<file path="src/rtl/sim_mem_pkg.sv">
// Shared types and widths for the simulated-memory lane arbiter.
// The request struct carries a source field sized for the largest supported lane count.
package sim_mem_pkg;

    localparam int SIMMEM_DATA_WIDTH    = 64;
    localparam int SIMMEM_LOGSIZE_WIDTH = 3;
    localparam int MAX_NUM_LANES        = 16;
    localparam int SIMMEM_SRC_W         = $clog2(MAX_NUM_LANES);

    typedef struct packed {
        logic [SIMMEM_DATA_WIDTH-1:0]    address;
        logic                            is_store;
        logic [SIMMEM_LOGSIZE_WIDTH-1:0] size;
        logic [SIMMEM_DATA_WIDTH-1:0]    data;
        logic [SIMMEM_SRC_W-1:0]         source;
    } sim_mem_req_t;

    // Width of a lane index; a single lane still needs a 1-bit tag.
    function automatic int src_width(input int n);
        return (n > 1) ? $clog2(n) : 1;
    endfunction

endpackage

</file>
<file path="src/rtl/sim_mem_lane_arbiter_if.sv">
// Lane-side and memory-side signal bundle of the lane arbiter.
// The arbiter uses the slave view; a lane/memory driver uses the master view.
interface sim_mem_lane_arbiter_if
    import sim_mem_pkg::*;
#(
    parameter int NUM_LANES = 4
) ();

    localparam int SRC_W = src_width(NUM_LANES);
    localparam int DW    = SIMMEM_DATA_WIDTH;
    localparam int LW    = SIMMEM_LOGSIZE_WIDTH;

    logic [NUM_LANES-1:0]    a_valid;
    logic [NUM_LANES-1:0]    a_ready;
    logic [DW*NUM_LANES-1:0] a_address;
    logic [NUM_LANES-1:0]    a_is_store;
    logic [LW*NUM_LANES-1:0] a_size;
    logic [DW*NUM_LANES-1:0] a_data;
    logic [NUM_LANES-1:0]    d_valid;
    logic [NUM_LANES-1:0]    d_ready;
    logic [DW*NUM_LANES-1:0] d_data;

    logic                    mem_a_valid;
    logic                    mem_a_ready;
    logic [DW-1:0]           mem_a_address;
    logic                    mem_a_is_store;
    logic [LW-1:0]           mem_a_size;
    logic [DW-1:0]           mem_a_data;
    logic [SRC_W-1:0]        mem_a_source;
    logic                    mem_d_valid;
    logic                    mem_d_ready;
    logic [SRC_W-1:0]        mem_d_source;
    logic [DW-1:0]           mem_d_data;

    modport slave (
        input  a_valid, a_address, a_is_store, a_size, a_data, d_ready,
        input  mem_a_ready, mem_d_valid, mem_d_source, mem_d_data,
        output a_ready, d_valid, d_data,
        output mem_a_valid, mem_a_address, mem_a_is_store, mem_a_size, mem_a_data,
        output mem_a_source, mem_d_ready
    );

    modport master (
        output a_valid, a_address, a_is_store, a_size, a_data, d_ready,
        output mem_a_ready, mem_d_valid, mem_d_source, mem_d_data,
        input  a_ready, d_valid, d_data,
        input  mem_a_valid, mem_a_address, mem_a_is_store, mem_a_size, mem_a_data,
        input  mem_a_source, mem_d_ready
    );

endinterface

</file>
<file path="src/rtl/sim_mem_lane_arbiter_rr_arbiter.sv">
// Round-robin arbiter: grants the first requester at or after the pointer, wrapping.
// The pointer moves past the granted index only when the caller advances.
module rr_arbiter
    import sim_mem_pkg::*;
#(
    parameter int N = 4,
    localparam int IW = src_width(N)
) (
    input  logic          clock,
    input  logic          reset,
    input  logic [N-1:0]  req,
    input  logic          advance,
    output logic [N-1:0]  grant,
    output logic [IW-1:0] grant_idx,
    output logic          grant_valid
);

    logic [IW-1:0] ptr_reg;
    logic [IW-1:0] ptr_next;

    always_comb begin
        int j;
        grant       = '0;
        grant_idx   = '0;
        grant_valid = 1'b0;
        j           = 0;
        for (int k = 0; k < N; k++) begin
            j = int'(ptr_reg) + k;
            if (j >= N) begin
                j = j - N;
            end
            if (!grant_valid && req[j]) begin
                grant_valid = 1'b1;
                grant[j]    = 1'b1;
                grant_idx   = IW'(j);
            end
        end
    end

    always_comb begin
        ptr_next = ptr_reg;
        if (advance && grant_valid) begin
            ptr_next = (grant_idx == IW'(N - 1)) ? '0 : grant_idx + 1'b1;
        end
    end

    always_ff @(posedge clock or negedge reset) begin
        if (!reset) begin
            ptr_reg <= '0;
        end else begin
            ptr_reg <= ptr_next;
        end
    end

endmodule

</file>
<file path="src/rtl/sim_mem_lane_arbiter.sv">
// Shares one simulated-memory request port among lanes: round-robin into a registered slot,
// per-lane in-flight caps, and response routing by source tag.
module sim_mem_lane_arbiter
    import sim_mem_pkg::*;
#(
    parameter int NUM_LANES     = 4,
    parameter int LANE_MAX_INFL = 4
) (
    input  logic                   clock,
    input  logic                   reset,
    sim_mem_lane_arbiter_if.slave  bus
);

    localparam int SRC_W = src_width(NUM_LANES);
    localparam int DW    = SIMMEM_DATA_WIDTH;
    localparam int LW    = SIMMEM_LOGSIZE_WIDTH;
    localparam int CW    = $clog2(LANE_MAX_INFL + 1);

    logic [NUM_LANES-1:0] eligible;
    logic [NUM_LANES-1:0] grant;
    logic [NUM_LANES-1:0] accept;
    logic [NUM_LANES-1:0] src_hit;
    logic [NUM_LANES-1:0] infl_pos;
    logic [NUM_LANES-1:0] hit_pos;
    logic [NUM_LANES-1:0] deliver;
    logic [SRC_W-1:0]     grant_idx;
    logic                 grant_valid;
    logic                 load;

    sim_mem_req_t         sel_req;
    sim_mem_req_t         slot_reg;
    logic                 slot_valid_reg;
    logic                 unused_src_bits;

    rr_arbiter #(
        .N (NUM_LANES)
    ) u_rr_arbiter (
        .clock       (clock),
        .reset       (reset),
        .req         (eligible),
        .advance     (load),
        .grant       (grant),
        .grant_idx   (grant_idx),
        .grant_valid (grant_valid)
    );

    // The slot refills in the same cycle it drains, giving one request per cycle.
    assign load        = reset && grant_valid && (!slot_valid_reg || bus.mem_a_ready);
    assign accept      = {NUM_LANES{load}} & grant;
    assign bus.a_ready = accept;

    always_comb begin
        sel_req = '0;
        for (int i = 0; i < NUM_LANES; i++) begin
            if (grant[i]) begin
                sel_req.address  = bus.a_address[i*DW +: DW];
                sel_req.is_store = bus.a_is_store[i];
                sel_req.size     = bus.a_size[i*LW +: LW];
                sel_req.data     = bus.a_data[i*DW +: DW];
            end
        end
        sel_req.source = SIMMEM_SRC_W'(grant_idx);
    end

    always_ff @(posedge clock or negedge reset) begin
        if (!reset) begin
            slot_valid_reg <= 1'b0;
            slot_reg       <= '0;
        end else if (load) begin
            slot_valid_reg <= 1'b1;
            slot_reg       <= sel_req;
        end else if (bus.mem_a_ready) begin
            slot_valid_reg <= 1'b0;
        end
    end

    assign bus.mem_a_valid    = slot_valid_reg;
    assign bus.mem_a_address  = slot_reg.address;
    assign bus.mem_a_is_store = slot_reg.is_store;
    assign bus.mem_a_size     = slot_reg.size;
    assign bus.mem_a_data     = slot_reg.data;
    assign bus.mem_a_source   = slot_reg.source[SRC_W-1:0];
    assign unused_src_bits    = ^slot_reg.source;

    genvar gi;
    generate
        for (gi = 0; gi < NUM_LANES; gi++) begin : g_lane
            logic [CW-1:0] infl_reg;

            assign infl_pos[gi] = (infl_reg != '0);
            assign eligible[gi] = bus.a_valid[gi] && (infl_reg < CW'(LANE_MAX_INFL));
            assign src_hit[gi]  = (bus.mem_d_source == SRC_W'(gi));
            assign deliver[gi]  = bus.d_valid[gi] && bus.d_ready[gi];

            // Accept and delivery in the same cycle cancel out.
            always_ff @(posedge clock or negedge reset) begin
                if (!reset) begin
                    infl_reg <= '0;
                end else if (accept[gi] && !deliver[gi]) begin
                    infl_reg <= infl_reg + 1'b1;
                end else if (!accept[gi] && deliver[gi]) begin
                    infl_reg <= infl_reg - 1'b1;
                end
            end
        end
    endgenerate

    // Responses for lanes with nothing outstanding (stale or bad source) are swallowed.
    assign hit_pos         = src_hit & infl_pos;
    assign bus.d_valid     = {NUM_LANES{bus.mem_d_valid}} & hit_pos;
    assign bus.mem_d_ready = (|hit_pos) ? |(hit_pos & bus.d_ready) : 1'b1;
    assign bus.d_data      = {NUM_LANES{bus.mem_d_data}};

endmodule

</file>
<file path="src/flat_wrapper.sv">
// flat-port wrapper written by rule: the top's interface ports become plain ports
module sim_mem_lane_arbiter_flat import sim_mem_pkg::*;
#(
    parameter int NUM_LANES     = 4,
    parameter int LANE_MAX_INFL = 4
)
  (clock, reset, bus_a_valid, bus_a_address, bus_a_is_store, bus_a_size, bus_a_data, bus_d_ready, bus_mem_a_ready, bus_mem_d_valid, bus_mem_d_source, bus_mem_d_data, bus_a_ready, bus_d_valid, bus_d_data, bus_mem_a_valid, bus_mem_a_address, bus_mem_a_is_store, bus_mem_a_size, bus_mem_a_data, bus_mem_a_source, bus_mem_d_ready);
  sim_mem_lane_arbiter_if #(.NUM_LANES(NUM_LANES)) bus_i ();
  input  logic clock;
  input  logic reset;
  input wire logic [$bits(bus_i.a_valid)-1:0] bus_a_valid;
  input wire logic [$bits(bus_i.a_address)-1:0] bus_a_address;
  input wire logic [$bits(bus_i.a_is_store)-1:0] bus_a_is_store;
  input wire logic [$bits(bus_i.a_size)-1:0] bus_a_size;
  input wire logic [$bits(bus_i.a_data)-1:0] bus_a_data;
  input wire logic [$bits(bus_i.d_ready)-1:0] bus_d_ready;
  input wire logic [$bits(bus_i.mem_a_ready)-1:0] bus_mem_a_ready;
  input wire logic [$bits(bus_i.mem_d_valid)-1:0] bus_mem_d_valid;
  input wire logic [$bits(bus_i.mem_d_source)-1:0] bus_mem_d_source;
  input wire logic [$bits(bus_i.mem_d_data)-1:0] bus_mem_d_data;
  output wire logic [$bits(bus_i.a_ready)-1:0] bus_a_ready;
  output wire logic [$bits(bus_i.d_valid)-1:0] bus_d_valid;
  output wire logic [$bits(bus_i.d_data)-1:0] bus_d_data;
  output wire logic [$bits(bus_i.mem_a_valid)-1:0] bus_mem_a_valid;
  output wire logic [$bits(bus_i.mem_a_address)-1:0] bus_mem_a_address;
  output wire logic [$bits(bus_i.mem_a_is_store)-1:0] bus_mem_a_is_store;
  output wire logic [$bits(bus_i.mem_a_size)-1:0] bus_mem_a_size;
  output wire logic [$bits(bus_i.mem_a_data)-1:0] bus_mem_a_data;
  output wire logic [$bits(bus_i.mem_a_source)-1:0] bus_mem_a_source;
  output wire logic [$bits(bus_i.mem_d_ready)-1:0] bus_mem_d_ready;
  assign bus_i.a_valid = bus_a_valid;
  assign bus_i.a_address = bus_a_address;
  assign bus_i.a_is_store = bus_a_is_store;
  assign bus_i.a_size = bus_a_size;
  assign bus_i.a_data = bus_a_data;
  assign bus_i.d_ready = bus_d_ready;
  assign bus_i.mem_a_ready = bus_mem_a_ready;
  assign bus_i.mem_d_valid = bus_mem_d_valid;
  assign bus_i.mem_d_source = bus_mem_d_source;
  assign bus_i.mem_d_data = bus_mem_d_data;
  assign bus_a_ready = bus_i.a_ready;
  assign bus_d_valid = bus_i.d_valid;
  assign bus_d_data = bus_i.d_data;
  assign bus_mem_a_valid = bus_i.mem_a_valid;
  assign bus_mem_a_address = bus_i.mem_a_address;
  assign bus_mem_a_is_store = bus_i.mem_a_is_store;
  assign bus_mem_a_size = bus_i.mem_a_size;
  assign bus_mem_a_data = bus_i.mem_a_data;
  assign bus_mem_a_source = bus_i.mem_a_source;
  assign bus_mem_d_ready = bus_i.mem_d_ready;
  sim_mem_lane_arbiter #(.NUM_LANES(NUM_LANES), .LANE_MAX_INFL(LANE_MAX_INFL)) u_core (.clock(clock), .reset(reset), .bus(bus_i));
endmodule
</file>
<file path="config.mk">
export PLATFORM = sky130hd
export DESIGN_NAME = sim_mem_lane_arbiter_flat
export DESIGN_NICKNAME = d
export VERILOG_FILES = /design/src/rtl/sim_mem_pkg.sv /design/src/rtl/sim_mem_lane_arbiter_if.sv /design/src/rtl/sim_mem_lane_arbiter_rr_arbiter.sv /design/src/rtl/sim_mem_lane_arbiter.sv /design/src/flat_wrapper.sv
export SDC_FILE = /design/constraint.sdc
export NUM_CORES = 1
export LEC_CHECK = 0
export ABC_CLOCK_PERIOD_IN_PS = 5110
export BUFFER_PORTS_ARGS = -buffer_cell sky130_fd_sc_hd__clkbuf_2
export CAP_MARGIN = 20
export CORE_AREA = 3 3 386 388
export DETAILED_ROUTE_END_ITERATION = 7
export DIE_AREA = 0 0 389 391
export HOLD_SLACK_MARGIN = 0.06
export SLEW_MARGIN = 0
export SYNTH_ARGS = -nofsm -noshare
export SYNTH_HDL_FRONTEND = slang
export SYNTH_HIERARCHICAL = 1
export SYNTH_SLANG_ARGS = --single-unit
</file>
<file path="constraint.sdc">
create_clock -name clock -period 5.11 [get_ports clock]
set_input_delay 1.022 -clock clock [delete_from_list [all_inputs] [get_ports clock]]
set_output_delay 1.022 -clock clock [all_outputs]
set_load 0.02 [all_outputs]
</file>
Yosys cells after proc, flatten, opt, wreduce, memory -nomap -nowiden
Cells that the tools add are included.
W data, S select, Z words.
{ "classes": {"n_addsub": 16, "magnitude_cmp": 16, "n_eq_ne": 4, "n_mux": 52, "bitwise": 7, "n_reduce_logical": 51} }
{ "ops": {"columns": ["op", "count"], "rows": [
  ["$mux W132", 4],
  ["$ge A32 B1 Y1 const B", 4],
  ["$lt A32 B4 Y1 const B", 4],
  ["$mux W32", 4],
  ["$logic_and A1 B1 Y1", 26],
  ["$mux W3", 8],
  ["$mux W1", 19],
  ["$and A4 B4 Y4", 4],
  ["$mux W4", 4],
  ["$add A3 B1 Y3 const B", 4],
  ["$logic_not A1 Y1", 12],
  ["$lt A3 B3 Y1 const B", 4],
  ["$or A4 B4 Y4", 3],
  ["$reduce_bool A3 Y1", 4],
  ["$sub A3 B1 Y3 const B", 4],
  ["$sub A3 B3 Y4 const B", 3],
  ["$mux W2", 5],
  ["$reduce_bool A2 Y1", 5],
  ["$ge A3 B3 Y1 const B", 3],
  ["$bmux W1 S2", 4],
  ["$demux W1 S2", 4],
  ["$reduce_or A4 Y1", 2],
  ["$add A2 B2 Y3 const B", 2],
  ["$eq A2 B2 Y1 const B", 3],
  ["7 further kinds", 7]
]} }
{ "totals": {"regBits": 149, "out_inout_bits": 400} }

Depth between registers and ports, before layout
{ "depth": {"depth_word": 22, "mapped_depth": 18} }

Cells and area by module
The synthesis kept the hierarchy.
{ "modules_own_cells": {"columns": ["module", "instances", "cells_each", "area_each_um2"], "rows": [
  ["sim_mem_lane_arbiter", 1, 1539, 12200.5],
  ["rr_arbiter", 1, 73, 601.8]
]} }

Least setup slack after synthesis
Ideal clock, no wire load.
{ "synth_path": {"path_kind": "input to register", "from": "input port bus_a_valid[2]", "to": "register u_core.g_lane[3].infl_reg[2]", "t_arrival_ps": 4086, "t_required_ps": 5031, "path_slack_ps": 945, "stages": 15, "n_path_buf": 3, "cell_sequence": "nor2b_1 buf_2 mux4_2 nand2b_4 nor2_2 a221o_1 buf_2 clkbuf_1 and3_1 ha_1 inv_1 fa_1 xor2_1 nor2_1 xor2_1"} }
{ "synth_between": {"word_cells_on_any_way": 38, "cone_classes": "mux (21); bitwise (4); reduce/logical (13)"} }
{ "synth_lines": {"columns": ["item", "line_no", "source"], "rows": [
  ["start, declared", "flat_wrapper.sv:11", "input wire logic [$bits(bus_i.a_valid)-1:0] bus_a_valid;"],
  ["$logic_and A1 B1 Y1 (*)", "sim_mem_lane_arbiter.sv:91", "assign eligible[gi] = bus.a_valid[gi] && (infl_reg < CW'(LANE_MAX_INFL));"],
  ["$bmux W1 S2", "sim_mem_lane_arbiter_rr_arbiter.sv:32", "if (!grant_valid && req[j]) begin"],
  ["$mux W1 (not written as such) (2 in a row)", "sim_mem_lane_arbiter_rr_arbiter.sv:32", null],
  ["$mux W1", "sim_mem_lane_arbiter_rr_arbiter.sv:32", null],
  ["$logic_not A1 Y1", "sim_mem_lane_arbiter_rr_arbiter.sv:32", null],
  ["$logic_and A1 B1 Y1", "sim_mem_lane_arbiter_rr_arbiter.sv:32", null],
  ["$mux W1", "sim_mem_lane_arbiter_rr_arbiter.sv:32", null],
  ["$logic_not A1 Y1", "sim_mem_lane_arbiter_rr_arbiter.sv:32", null],
  ["(+3 left out)", null, null],
  ["$logic_and A1 B1 Y1", "sim_mem_lane_arbiter_rr_arbiter.sv:32", null],
  ["$mux W4 (*)", "sim_mem_lane_arbiter_rr_arbiter.sv:32", null],
  ["named net u_core.grant[3]", "sim_mem_lane_arbiter.sv:20", "logic [NUM_LANES-1:0] grant;"],
  ["$and A4 B4 Y4 (*)", "sim_mem_lane_arbiter.sv:49", "assign accept = {NUM_LANES{load}} & grant;"],
  ["named net bus_a_ready[3]", "flat_wrapper.sv:21", "output wire logic [$bits(bus_i.a_ready)-1:0] bus_a_ready;"],
  ["$logic_not A1 Y1", "sim_mem_lane_arbiter.sv:101", "end else if (!accept[gi] && deliver[gi]) begin"],
  ["$logic_and A1 B1 Y1", "sim_mem_lane_arbiter.sv:101", null],
  ["$reduce_bool A2 Y1 (no source line)", null, null],
  ["end signal, assigned", "sim_mem_lane_arbiter.sv:100", "infl_reg <= infl_reg + 1'b1;"],
  ["end signal, assigned", "sim_mem_lane_arbiter.sv:102", "infl_reg <= infl_reg - 1'b1;"],
  ["end, declared", "sim_mem_lane_arbiter.sv:88", "logic [CW-1:0] infl_reg;"]
]} }
Mark *: on every way through the listed nets, which the timed path passes. The rest lies on a longest branch. The select of a mux whose other input is x is not followed.
A chain may end at the register's enable or synchronous reset.

Worst setup path after layout
{ "layout_path": {"from": "register u_core.u_rr_arbiter.ptr_reg[0]", "to": "output port bus_a_ready[1]"} }
{ "layout_between": {"word_cells_on_any_way": 67, "cone_classes": "add/sub (7); order compare (12); mux (32); bitwise (4); reduce/logical (12)"} }
{ "layout_lines": {"columns": ["item", "line_no", "source"], "rows": [
  ["start, declared", "sim_mem_lane_arbiter_rr_arbiter.sv:18", "logic [IW-1:0] ptr_reg;"],
  ["start signal, assigned", "sim_mem_lane_arbiter_rr_arbiter.sv:51", "ptr_reg <= ptr_next;"],
  ["parallel branches: the longest is 14 deep, another holds $ge A32 B1 Y1", null, null],
  ["$mux W4 (*)", "sim_mem_lane_arbiter_rr_arbiter.sv:32", null],
  ["named net u_core.grant[1]", "sim_mem_lane_arbiter.sv:20", null],
  ["$and A4 B4 Y4 (*)", "sim_mem_lane_arbiter.sv:49", null],
  ["end, declared", "flat_wrapper.sv:21", null]
]} }
Mark *: on every way through the listed nets, which the timed path passes. The select of a mux whose other input is x is not followed.

==> flow_summary.json <==
{
  "antenna_found_initial": 16,
  "avgSynthCellArea_um2": 7.94,
  "routed_wl_um": 85400,
  "final_util": 0.116,
  "firstDrtPassIters": 7,
  "synthFlopType": "dfrtp_1",
  "vias": 13600,
  "ys_seq_area_frac": 0.291,
  "worst_clock_skew_ns": 0.0302,
  "hp-class": "in2async",
  "cp_max_fo": 21,
  "path_class": "reg2out",
  "syn-num-nets": 2235,
  "dpl.hpwl_um": 70600,
  "crit_required_ns": 4.09,
  "synthTopCellsByArea": "dfrtp_1 (29%), buf_4 (15%), a221o_1 (11%), a21oi_1 (10%), nand3b_1 (7.7%)",
  "finalSetupViolCount": 0,
  "clk_pin_slew_ns": 0.07,
  "finalCritPeriodShare": 0.901,
  "tritoncts": "built",
  "htreeDepth": 4,
  "post_cts_resize_count": 0,
  "multiInputGateArea_um2": 6020,
  "synthTopCellsByCount": "a21oi_1 (264), buf_4 (257), nand2_1 (152)",
  "synth.distinct_cells": 43,
  "die_area_um2": 152000,
  "yosysTopAreaCellShare": 0.291,
  "drt_iter0_markers": 832,
  "ir_drop_mv": 0.669,
  "ys_seq_elements": 149,
  "clkLatencyLatePin_ns": 0.52,
  "nets": 2552,
  "fillers": 16900,
  "drc_errors": 0,
  "reg2reg_to": "u_core/bus.mem_a_address[7]$_DFFE_PN0N_",
  "maxCapViolCount": 0,
  "clock-sinks": 149,
  "synth_cells": 1612,
  "rsz0062_at_grt": "false",
  "io_pins": 1006,
  "timing_hold_violations_final": 0,
  "worstSetupEndpointType": "output port",
  "synth_edf_count": 0,
  "via_per_inst": 3.50,
  "slew_viol_final": 0,
  "yosysWarningCount": 6,
  "setup.worst_path.start_class": "flop",
  "io_buffer_count": 685,
  "yosys.area.top_type": "dfrtp_1",
  "post_drt_wl_per_cell_um": 22.1,
  "drive_gt1_frac": 0.390,
  "core_area_um2": 146000,
  "place_congestion": 0.902,
  "status": "completed",
  "r2r_start": "u_core/u_rr_arbiter/ptr_reg[0]$_DFFE_PN0P_",
  "dieHeight_um": 391,
  "fin_tns_setup_ns": 0,
  "min_period_ns": 4.61,
  "power.density_nw_per_um2": 811,
  "ctsHoldBuffers": 0,
  "die_w_um": 389,
  "start_util": 0.0878,
  "rows": 140,
  "critical_path_arrival_ns": 3.58,
  "synth_most_common_cell": "a21oi_1",
  "clockBufferDepth": 2,
  "grt.total_usage": 0.107,
  "relSlewSlack": 0.379,
  "worst_pin_slew_ns": 0.932,
  "netlist_area_um2": 12800,
  "async_flop_share": 1.00,
  "grt_max_degree": 148,
  "overflow": 0,
  "numCtsBuffers": 17,
  "leakage_nw": 7.31,
  "r2r_slack_ns": 1.02,
  "final-seq-area_um2": 3730,
  "worstRegToRegCells": 11,
  "grt_pass1_vias": 13200,
  "post_cts_buffers": 0,
  "clock.fmax_mhz": 217,
  "grt_pass1_wl_um": 112000,
  "cts-root-buf": "clkbuf_16",
  "ant_nets": 0,
  "syn_to_final_growth_pct": 32.4
}
cell families (layout without fill, tap and decap cells):
| family | after synthesis | in the layout | synth area share |
|---|---|---|---|
| XOR/XNOR | 12 | 12 | 0.00821 |
| adder cells (fa/ha/maj) | 17 | 17 | 0.0190 |
| multiplexers | 11 | 11 | 0.0122 |
| AND/OR/NAND/NOR | 324 | 324 | 0.142 |
| other | 0 | 11 | 0 |
| buffers and inverters | 548 | 878 | 0.243 |
| flip-flops | 149 | 149 | 0.291 |
| AO/OA/AOI/OAI | 551 | 551 | 0.284 |
layer usage:
layer | GRT usage | vias to the layer above | routed length, um
met4 | 0.0561 | 4 | 4070
met5 | 0.00319 | - | 31
met2 | 0.167 | 901 | 38300
met3 | 0.0425 | 114 | 8510
met1 | 0.126 | 6406 | 34500
li1 | - | 6135 | -
cell type report:
| cell class | count | share of cell area |
|---|---|---|
| Multi-Input combinational cell | 915 | 0.355 |
| Sequential cell | 149 | 0.220 |
| Timing Repair Buffer | 707 | 0.219 |
| Tap cell | 1917 | 0.141 |
| Inverter | 139 | 0.0308 |
| Clock buffer | 18 | 0.0253 |
| Clock inverter | 14 | 0.00686 |
| Antenna cell | 11 | 0.00162 |
where the power goes:
part / internal (mW) / switching, mW / total [mW]
clock network: 0.635 / 0.684 / 1.32
registers: 1.81 / 0.473 / 2.29
logic: 3.60 / 6.55 / 10.2
total: 6.05 / 7.71 / 13.8
through the flow:
step	hold slack [ns]	setup slack (ns)	std cells	total power, mW	cell area, um2
global route	0.295	0.251	3865	14.8	16900
floorplan	0.464	0.945	1612	8.95	12800
global placement	0.486	0.964	3827	12.5	16400
finish	0.355	0.505	3870	13.8	17000
CTS	0.266	0.458	3859	14.0	16900
detailed placement	0.499	0.955	3827	12.6	16400
worst max-delay path by stage:
stage | to | slack, ns | cells after the start | startpoint
after CTS | bus_a_ready[1] | 0.46 | 8 | u_core/u_rr_arbiter/ptr_reg[0]$_DFFE_PN0P_
after detailed placement | bus_a_ready[1] | 0.95 | 8 | bus_a_valid[1]
after global routing | bus_a_ready[1] | 0.25 | 8 | u_core/u_rr_arbiter/ptr_reg[0]$_DFFE_PN0P_
after floorplan | u_core/g_lane[3].infl_reg[2]$_DFFE_PN0P_ | 0.94 | 15 | bus_a_valid[2]
final | bus_a_ready[1] | 0.50 | 8 | u_core/u_rr_arbiter/ptr_reg[0]$_DFFE_PN0P_
after global placement | bus_a_ready[1] | 0.96 | 8 | bus_a_valid[1]
critical path, stage by stage (launching register included):
cell	delay, ns
dfrtp_1	0.78
inv_1	0.27
ha_1	0.45
mux4_2	0.41
nand2b_4	0.18
nor2_2	0.21
a221o_4	0.29
and3_1	0.21
clkbuf_2	0.28
layout by cell type, fill, tap and decap left out, types with 5 or more instances in the layout:
| master | synthesis | final |
|---|---|---|
| mux2_2 | 7 | 7 |
| ha_1 | 13 | 13 |
| clkbuf_2 | 0 | 684 |
| clkbuf_16 | 0 | 17 |
| nand3b_1 | 132 | 132 |
| a31oi_1 | 132 | 132 |
| dfrtp_1 | 149 | 149 |
| a221o_1 | 136 | 132 |
| xor2_1 | 8 | 8 |
| a21oi_1 | 264 | 264 |
| buf_12 | 0 | 9 |
| diode_2 | 0 | 11 |
| inv_1 | 139 | 139 |
| nand2b_1 | 6 | 5 |
| buf_4 | 257 | 13 |
| inv_6 | 0 | 6 |
| nor3_1 | 6 | 6 |
| nor2_1 | 5 | 5 |
| nor2b_1 | 6 | 6 |
| nand2_1 | 152 | 152 |
No activity file was read; power rests on OpenSTA's default activity.
